[src/rtl/ssd1306_pkg.sv]
// Shared SSD1306 definitions: command opcodes and the frame writer state set.
package ssd1306_pkg;

  // Page address (OR in page number), lower and upper column nibble commands
  localparam logic [7:0] CMD_SET_PAGE = 8'hB0;
  localparam logic [7:0] CMD_COL_LO   = 8'h00;
  localparam logic [7:0] CMD_COL_HI   = 8'h10;

  typedef enum logic [3:0] {
    IDLE   = 4'd0,
    CMD_PG = 4'd1,
    CMD_LO = 4'd2,
    CMD_HI = 4'd3,
    FETCH  = 4'd4,
    CAPT   = 4'd5,
    SEND   = 4'd6,
    GUARD  = 4'd7,
    WAIT   = 4'd8,
    FIN    = 4'd9
  } fw_state_t;

endpackage

[src/rtl/ssd1306_frame_writer.sv]
// Streams one frame from a synchronous-read frame buffer to the SSD1306 via
// shift_reg: per page, page/column address commands (DC=0) then column data
// (DC=1).
//
// Byte handshake with shift_reg: a byte is issued only while byte_ready=1;
// the issuing cycle registers byte_out, oled_dc and a one-cycle byte_start
// together. byte_out/oled_dc then hold until the next byte_start. One GUARD
// cycle ignores byte_ready (shift_reg's ready deassert latency), after which
// WAIT holds until byte_ready=1 again, meaning the byte has fully shifted.
module ssd1306_frame_writer
  import ssd1306_pkg::*;
#(
  parameter int PAGES      = 8,
  parameter int COLS       = 128,
  parameter int COL_OFFSET = 0,
  localparam int PW = (PAGES > 1) ? $clog2(PAGES) : 1,
  localparam int CW = (COLS > 1) ? $clog2(COLS) : 1
) (
  input  logic          clk_in,
  input  logic          resetn,
  input  logic          start,
  output logic          busy,
  output logic          done,
  output logic [PW-1:0] fb_page,
  output logic [CW-1:0] fb_col,
  output logic          fb_rd,
  input  logic [7:0]    fb_data,
  output logic          byte_start,
  output logic [7:0]    byte_out,
  input  logic          byte_ready,
  output logic          oled_csn,
  output logic          oled_dc,
  output fw_state_t     state_dbg
);

  localparam logic [6:0]    COL_OFF7    = 7'(COL_OFFSET);
  localparam logic [7:0]    CMD_LO_BYTE = CMD_COL_LO | {4'h0, COL_OFF7[3:0]};
  localparam logic [7:0]    CMD_HI_BYTE = CMD_COL_HI | {5'h00, COL_OFF7[6:4]};
  localparam logic [PW-1:0] PAGE_LAST   = PW'(PAGES - 1);
  localparam logic [CW-1:0] COL_LAST    = CW'(COLS - 1);

  fw_state_t     state_q, state_d;
  fw_state_t     last_q, last_d;     // byte-issuing state that led into GUARD
  logic [PW-1:0] page_q, page_d;
  logic [CW-1:0] col_q, col_d;
  logic [7:0]    data_q, data_d;     // frame-buffer byte captured in CAPT

  logic          busy_d, done_d, byte_start_d, oled_csn_d, oled_dc_d;
  logic [7:0]    byte_out_d;

  // Frame-buffer read port and debug view come straight from the registers
  assign fb_rd     = (state_q == FETCH);
  assign fb_page   = page_q;
  assign fb_col    = col_q;
  assign state_dbg = state_q;

  // State, counters and registered outputs; reset abandons any frame
  always_ff @(posedge clk_in or negedge resetn) begin
    if (!resetn) begin
      state_q    <= IDLE;
      last_q     <= IDLE;
      page_q     <= '0;
      col_q      <= '0;
      data_q     <= 8'h00;
      busy       <= 1'b0;
      done       <= 1'b0;
      byte_start <= 1'b0;
      byte_out   <= 8'h00;
      oled_csn   <= 1'b1;
      oled_dc    <= 1'b0;
    end else begin
      state_q    <= state_d;
      last_q     <= last_d;
      page_q     <= page_d;
      col_q      <= col_d;
      data_q     <= data_d;
      busy       <= busy_d;
      done       <= done_d;
      byte_start <= byte_start_d;
      byte_out   <= byte_out_d;
      oled_csn   <= oled_csn_d;
      oled_dc    <= oled_dc_d;
    end
  end

  // Next state and page/column sequencing
  always_comb begin
    state_d = state_q;
    last_d  = last_q;
    page_d  = page_q;
    col_d   = col_q;
    case (state_q)
      IDLE: begin
        if (start) begin
          state_d = CMD_PG;
          page_d  = '0;
          col_d   = '0;
        end
      end
      CMD_PG, CMD_LO, CMD_HI, SEND: begin
        if (byte_ready) begin
          state_d = GUARD;
          last_d  = state_q;
        end
      end
      GUARD: state_d = WAIT;
      WAIT: begin
        if (byte_ready) begin
          case (last_q)
            CMD_PG:  state_d = CMD_LO;
            CMD_LO:  state_d = CMD_HI;
            CMD_HI:  state_d = FETCH;
            default: begin
              // Data byte completed: step column, then page at end of row
              if (col_q == COL_LAST) begin
                col_d = '0;
                if (page_q == PAGE_LAST) begin
                  state_d = FIN;
                end else begin
                  page_d  = page_q + PW'(1);
                  state_d = CMD_PG;
                end
              end else begin
                col_d   = col_q + CW'(1);
                state_d = FETCH;
              end
            end
          endcase
        end
      end
      FETCH:   state_d = CAPT;
      CAPT:    state_d = SEND;
      FIN:     state_d = IDLE;
      default: state_d = IDLE;
    endcase
  end

  // Next values of the registered outputs and the captured data byte
  always_comb begin
    busy_d       = busy;
    done_d       = 1'b0;
    byte_start_d = 1'b0;
    byte_out_d   = byte_out;
    oled_csn_d   = oled_csn;
    oled_dc_d    = oled_dc;
    data_d       = data_q;
    case (state_q)
      IDLE: begin
        if (start) begin
          busy_d     = 1'b1;
          oled_csn_d = 1'b0;
        end
      end
      CMD_PG: begin
        if (byte_ready) begin
          byte_start_d = 1'b1;
          byte_out_d   = CMD_SET_PAGE | 8'(page_q);
          oled_dc_d    = 1'b0;
        end
      end
      CMD_LO: begin
        if (byte_ready) begin
          byte_start_d = 1'b1;
          byte_out_d   = CMD_LO_BYTE;
          oled_dc_d    = 1'b0;
        end
      end
      CMD_HI: begin
        if (byte_ready) begin
          byte_start_d = 1'b1;
          byte_out_d   = CMD_HI_BYTE;
          oled_dc_d    = 1'b0;
        end
      end
      CAPT: data_d = fb_data;
      SEND: begin
        if (byte_ready) begin
          byte_start_d = 1'b1;
          byte_out_d   = data_q;
          oled_dc_d    = 1'b1;
        end
      end
      FIN: begin
        busy_d     = 1'b0;
        oled_csn_d = 1'b1;
        done_d     = 1'b1;
      end
      default: ;
    endcase
  end

endmodule

[config.mk]
export PLATFORM = sky130hd
export DESIGN_NAME = ssd1306_frame_writer
export DESIGN_NICKNAME = d
export VERILOG_FILES = /design/src/rtl/ssd1306_pkg.sv /design/src/rtl/ssd1306_frame_writer.sv
export SDC_FILE = /design/constraint.sdc
export NUM_CORES = 1
export LEC_CHECK = 0
export CAP_MARGIN = 5
export CORE_ASPECT_RATIO = 1.5
export CORE_MARGIN = 4
export CORE_UTILIZATION = 45
export CTS_BUF_LIST = sky130_fd_sc_hd__clkbuf_4 sky130_fd_sc_hd__clkbuf_8 sky130_fd_sc_hd__clkbuf_16
export CTS_CLUSTER_DIAMETER = 100
export DETAILED_ROUTE_END_ITERATION = 16
export GPL_ROUTABILITY_DRIVEN = 1
export PLACE_DENSITY = 0.73
export SLEW_MARGIN = 20
export SYNTH_ARGS = -nofsm -noshare
export SYNTH_HDL_FRONTEND = slang
export SYNTH_SLANG_ARGS = --single-unit
[constraint.sdc]
create_clock -name clk_in -period 2.3 [get_ports clk_in]
set_input_delay 0.46 -clock clk_in [delete_from_list [all_inputs] [get_ports clk_in]]
set_output_delay 0.46 -clock clk_in [all_outputs]
set_load 0.01 [all_outputs]
==> impl_metrics.toml, run 1 <==
[yosys]
synth_enable_flop_cells = 0
syn_nets = 200
ys_types = 52
postSynthCellCount = 185
synth_warnings = 0
syn-cell-area_um2 = 1940
synth-main-ff-cell = "dfrtp_1"
seq_area_frac_synth_pct = 50.4
syn_avg_cell_area_um2 = 10.5
synthArstFlopShare_pct = 100
synth-seq-cells = 39

[worst_setup_path]
critPathLaunchType = "flip-flop"
critPathLaunch = "state_dbg[1]$_DFFE_PN0P_"
reg2reg_to = "byte_out[5]$_DFFE_PN0P_"
crit_path_top_delay_cell = "clkdlybuf4s50_1"
path_max_fanout = 6
worstPathRequired_ns = 1.84
critPathTopFamily = "buffers and inverters"
worstSetupPathType = "flip-flop to output pin"
arrival_ns = 1.77
regToRegStartpoint = "state_dbg[1]$_DFFE_PN0P_"
reg2reg_slack_ns = 0.35
cp_num_buf_inv = 1
worstPathCellList = "or2_2 > nor2_1 > clkdlybuf4s50_1"
critical_path.max_stage_delay_ns = 0.55
end_kind = "output pin"
r2r_cells = 5

[timing]
timing.final.hold_violations = 0
fin_crit_ns = 2.23
fin_setup_tns_ns = 0
worst_pin_slew_ns = 0.816
fmax_mhz = 449
clock_skew_ns = 0.00347
finalSetupViolCount = 0
drv_slew = 0
grt_setup_unrepaired = "false"
final.period_utilization_pct = 96.8
slew_headroom_pct = 45.6

[die]
die_y_um = 88.4
fp.dieW_um = 61.6
core_area_um2 = 4210
boundaryPins = 40
num_rows = 29
die_area_um2 = 5440
start_util_pct = 46.0

[cells_and_area]
area_growth_syn_to_layout_pct = 29.4
final_util_pct = 59.6
drive_gt1_share_pct = 15.9
n_antenna_cell = 0
finalNonFillerCells = 273
nNetsFinal = 241
fin_area_um2 = 2510

[detailed_routing]
wire_per_inst_um = 15.3
drt-initial-drc-count = 94
vias = 1588
drt_pass1_iterations = 4
antenna_left = 0
avgViaCountPerCell = 5.82
finalWirelength_um = 4170
remaining_drc_errors = 0

[cts]
cts_hold_buffers = 0
cts_root_buffer = "clkbuf_8"
numCtsBuffers = 5
h-tree-depth = 2
clock_sinks = 39
tritoncts = "done"
clkLatencyLatePin_ns = 0.29
path_clk_slew_ns = 0.07
clock_path_buffers = 2

[global_routing]
grt_usage_pct = 17.6
grt_pass1_vias = 1521
antenna_found_initial = 0
overflow = 0
grt_pass1_wl_um = 7170
grt_max_degree = 40

[power]
p_leak_nw = 1.07
ir_drop_uv = 877
power_density_nw_per_um2 = 1290
finalPower_w = 0.00323

[placed_design]
portBuffers = 39
dp_hpwl_um = 2970
dp.cells = 265
gp_congestion = 0.822
place_area_um2 = 2370

[hold_path]
hold_path_class = "input pin to async pin"

[job]
drv_cap = 0

[run_status]
status = "finished, final reports clean"
[cell usage after synthesis (3+ instances only)]
library cell | n | area share, %
dfrtp_1 | 38 | 49
nand2_1 | 16 | 3.1
nor2b_1 | 5 | 1.6
a21oi_1 | 10 | 2.6
nor2_1 | 11 | 2.1
buf_2 | 7 | 1.8
inv_1 | 8 | 1.5
o21ai_0 | 13 | 3.4
mux2_2 | 10 | 5.8
a22oi_1 | 4 | 1.5
a31oi_1 | 4 | 1.3
or3_1 | 3 | 0.97
ha_1 | 3 | 1.9
[cell families after synthesis]
logic type      synth area share, %
mux                            7.42
compound gates                 20.2
fa+ha+maj                      1.94
flops                          50.4
xor+xnor                      0.452
simple gates                   15.2
buf+inv                        4.39
[sequential cells by signal, summed over array words and instances, names as in the netlist]
signal / count
byte_out: 8
oled_csn: 1
byte_start: 1
busy: 1
state_dbg: 4
fb_col: 7
fb_page: 3
last_q: 4
oled_dc: 1
done: 1
data_q: 8
[area by class of cell]
| class | count | area, µm² |
|---|---|---|
| Fill cell | 373 | 1700 |
| Sequential cell | 39 | 978 |
| Multi-Input combinational cell | 127 | 876 |
| Timing Repair Buffer | 45 | 430 |
| Clock buffer | 6 | 76.3 |
| Clock inverter | 2 | 60.1 |
| Tap cell | 46 | 57.6 |
| Inverter | 8 | 30.0 |
[cell usage in the layout, fill, tap and decap left out, types with 3 or more instances in the layout]
master	synthesis	layout
ha_1	3	3
nand2_1	16	16
inv_1	8	8
nor2_1	11	11
clkdlybuf4s50_1	0	38
a21oi_1	10	10
o21ai_0	13	13
mux2_2	10	10
a22oi_1	4	4
nor2b_1	5	5
a31oi_1	4	4
clkbuf_8	0	5
buf_4	1	6
dfrtp_1	38	37
or3_1	3	3
[how the worst max path moves through the flow]
stage / to / slack, ns / cells after the start
after floorplan: fb_page[0]$_DFFE_PN0P_ / 0.58 / 6
after global placement: fb_col[5]$_DFFE_PN0P_ / 0.24 / 5
after detailed placement: fb_col[3]$_DFFE_PN0P_ / 0.20 / 5
after CTS: fb_rd / 0.07 / 3
after global routing: fb_rd / 0.001 / 3
final: fb_rd / 0.07 / 3
[worst register-to-register path: cells and delay by family (launching register included)]
| family | cells | cell delay, ns |
|---|---|---|
| flip-flops | 1 | 0.45 |
| buffers and inverters | 1 | 0.21 |
| AO/OA/AOI/OAI | 2 | 0.88 |
| AND/OR/NAND/NOR | 2 | 0.30 |
[per-stage QoR]
step                      hold WS, ns  setup WS, ns
after floorplan                 0.164         0.582
after global placement          0.470         0.243
after detailed placement        0.478         0.203
after CTS                       0.296        0.0687
after global routing            0.329       0.00145
final                           0.259        0.0733
[power breakdown]
group | switching (W) | internal [W] | leakage, nW | total, W
registers | 0.000212 | 0.000944 | 0.495 | 0.00116
logic | 0.000690 | 0.000702 | 0.504 | 0.00139
clock network | 0.000234 | 0.000445 | 0.0688 | 0.000679
total | 0.00114 | 0.00209 | 1.07 | 0.00323
[per-layer routing]
metal | part of all wire [%] | wire [µm] | GRT usage [%]
met1 | 40 | 1680 | 21.3
met2 | 53 | 2230 | 29.5
met3 | 4.6 | 193 | 4.09
met4 | 1.6 | 68 | 6.95
met5 | 0 | 0 | 0
[what timing repair did]
item	4_1_cts	5_1_grt
gates resized for setup	1	0
hold endpoints to repair	0	0
setup endpoints to repair	1	0
buffers inserted	0	0
No activity file was read; power rests on OpenSTA's default activity.
==> inputs of run 2 (changes only) <==
Settings changed: SLEW_MARGIN 20 to unset.
==> results of run 2 <==
Final layout, timing and power as in run 1 (identical DEF).
==> inputs of run 3 (changes only) <==
==> constraint.sdc (replaced) <==
create_clock -name clk_in -period 2.3 [get_ports clk_in]
set_input_delay 0.23 -clock clk_in [delete_from_list [all_inputs] [get_ports clk_in]]
set_output_delay 0.23 -clock clk_in [all_outputs]
set_load 0.01 [all_outputs]
==> impl_metrics.toml, run 3 (synthesis gave the netlist of run 1 again) <==
[cts]
clkLatencyLatePin_ns = 0.29
clock_sinks = 39
path_clk_slew_ns = 0.08
cts_root_buffer = "clkbuf_8"
clock_path_buffers = 2
cts_hold_buffers = 0
post_cts_buffers = 0
h-tree-depth = 2
tritoncts = "done"
ctsResizeCount = 0
numCtsBuffers = 5

[power]
intPower_w = 0.00197
power_density_nw_per_um2 = 1260
pwr-share-clk_pct = 19.2
p_leak_nw = 1.04
p_switching_w = 0.00114
p_seq_share_pct = 39.7
comb_power_share_pct = 41.1
netSwitchingFraction_pct = 36.7
ir_drop_uv = 882

[die]
die_y_um = 88.4
boundaryPins = 40
die_area_um2 = 5440
num_rows = 29
core_area_um2 = 4210
start_util_pct = 46.0
fp.dieW_um = 61.6

[timing]
fmax_mhz = 465
fin_setup_tns_ns = 0
drv_slew = 0
grt_setup_unrepaired = "false"
worst_pin_slew_ns = 0.846
slew_headroom_pct = 43.6
timing.final.hold_violations = 0
fin_crit_ns = 2.15
final.period_utilization_pct = 93.5
clock_skew_ns = 0.00469
finalSetupViolCount = 0

[cells_and_area]
drive_gt1_share_pct = 14.3
n_antenna_cell = 0
n_fill_cell = 388
finalNonFillerCells = 270
nNetsFinal = 238
area_growth_syn_to_layout_pct = 27.2
final_cell_mix = "dfrtp_1, clkdlybuf4s50_1, nand2_1, o21ai_0, nor2_1"

[worst_setup_path]
worstPathRequired_ns = 2.07
path_max_fanout = 18
critPathLaunchType = "flip-flop"
end_kind = "output pin"
critical_path.max_stage_delay_ns = 0.56
crit_path_top_delay_cell = "dfrtp_1"
arrival_ns = 1.92
worstPathCellList = "or2_2 > nor2_1 > clkdlybuf4s50_1"
worstSetupPathType = "flip-flop to output pin"

[placed_design]
dp_hpwl_um = 3070
dp.cells = 262
portBuffers = 39
gp_congestion = 0.838

[detailed_routing]
drt-initial-drc-count = 51
remaining_drc_errors = 0
drt_pass1_iterations = 4
vias = 1571
antenna_left = 0
finalWirelength_um = 4280
wire_per_inst_um = 15.8
avgViaCountPerCell = 5.82

[global_routing]
grt_pass1_vias = 1614
overflow = 0
grt_max_degree = 40
grt_pass1_wl_um = 7450
grt_usage_pct = 18.2
antenna_found_initial = 0

[run_status]
status = "finished, final reports clean"

[hold_path]
hold_path_class = "input pin to async pin"

[job]
drv_cap = 0
run 3: changes by cell type in the layout (fill, tap and decap cells not counted):
cell	delta
clkbuf_4	-1
dfrtp_1	+1
bufinv_16	-1
dfrtp_2	-1
clkinv_2	+1
clkbuf_8	+1
buf_4	-3
run 3: path summary, 6_finish.rpt:
check,to,from,slack [ns],cells after the start
worst max-delay path,fb_rd,state_dbg[0]$_DFFE_PN0P_,0.15,3
worst min-delay path,state_dbg[1]$_DFFE_PN0P_,resetn,0.04,1
worst max register to register,byte_out[7]$_DFFE_PN0P_,state_dbg[0]$_DFFE_PN0P_,0.35,4
worst min register to register,byte_out[3]$_DFFE_PN0P_,data_q[3]$_DFFE_PN0P_,0.50,1
max in group asynchronous,byte_out[4]$_DFFE_PN0P_,resetn,1.73,1
min in group clk_in,byte_out[3]$_DFFE_PN0P_,data_q[3]$_DFFE_PN0P_,0.50,1
run 3: per-stage QoR:
stage	hold WS, ns	instance area (µm²)	worst slack (ns)	utilization [%]	power [W]
6_report	0.0419	2470	0.150	58.6	0.00310
5_1_grt	0.115	2470	0.0430	58.6	0.00334
4_1_cts	0.0741	2470	0.142	58.6	0.00313
3_5_place_dp	0.386	2350	0.347	55.8	0.00253
3_3_place_gp	0.391	2350	0.363	55.8	0.00250
2_1_floorplan	-0.0656	1940	0.582	-	0.00198
run 3: worst max-delay path, delay by kind of cell, from the launching register on:
kind	cells	cell delay, ns
AND/OR/NAND/NOR	2	0.52
buffers and inverters	1	0.54
flip-flops	1	0.56
run 3: power by group through the flow:
stage / clock (W) / sequential, W / combinational, W
final: 0.000595 / 0.00123 / 0.00128
after global routing: 0.000649 / 0.00128 / 0.00141
after CTS: 0.000608 / 0.00123 / 0.00129
after detailed placement: 0 / 0.00124 / 0.00128
after global placement: 0 / 0.00124 / 0.00126
after floorplan: 0 / 0.00119 / 0.000793
run 3: metal layers:
layer	wire, µm	GRT usage [%]	vias up
li1	-	-	754
met2	2310	31.1	34
met5	0	0	-
met1	1730	21.4	776
met4	70	6.95	0
met3	169	4.67	7
run 3: area by class of cell:
type                            instances  area (µm²)  share of cell area (%)
Inverter                                8        30.0                    1.22
Tap cell                               46        57.6                    2.33
Clock inverter                          2        35.0                    1.42
Multi-Input combinational cell        127         876                    35.5
Timing Repair Buffer                   42         408                    16.5
Sequential cell                        39         977                    39.6
Clock buffer                            6        82.6                    3.35
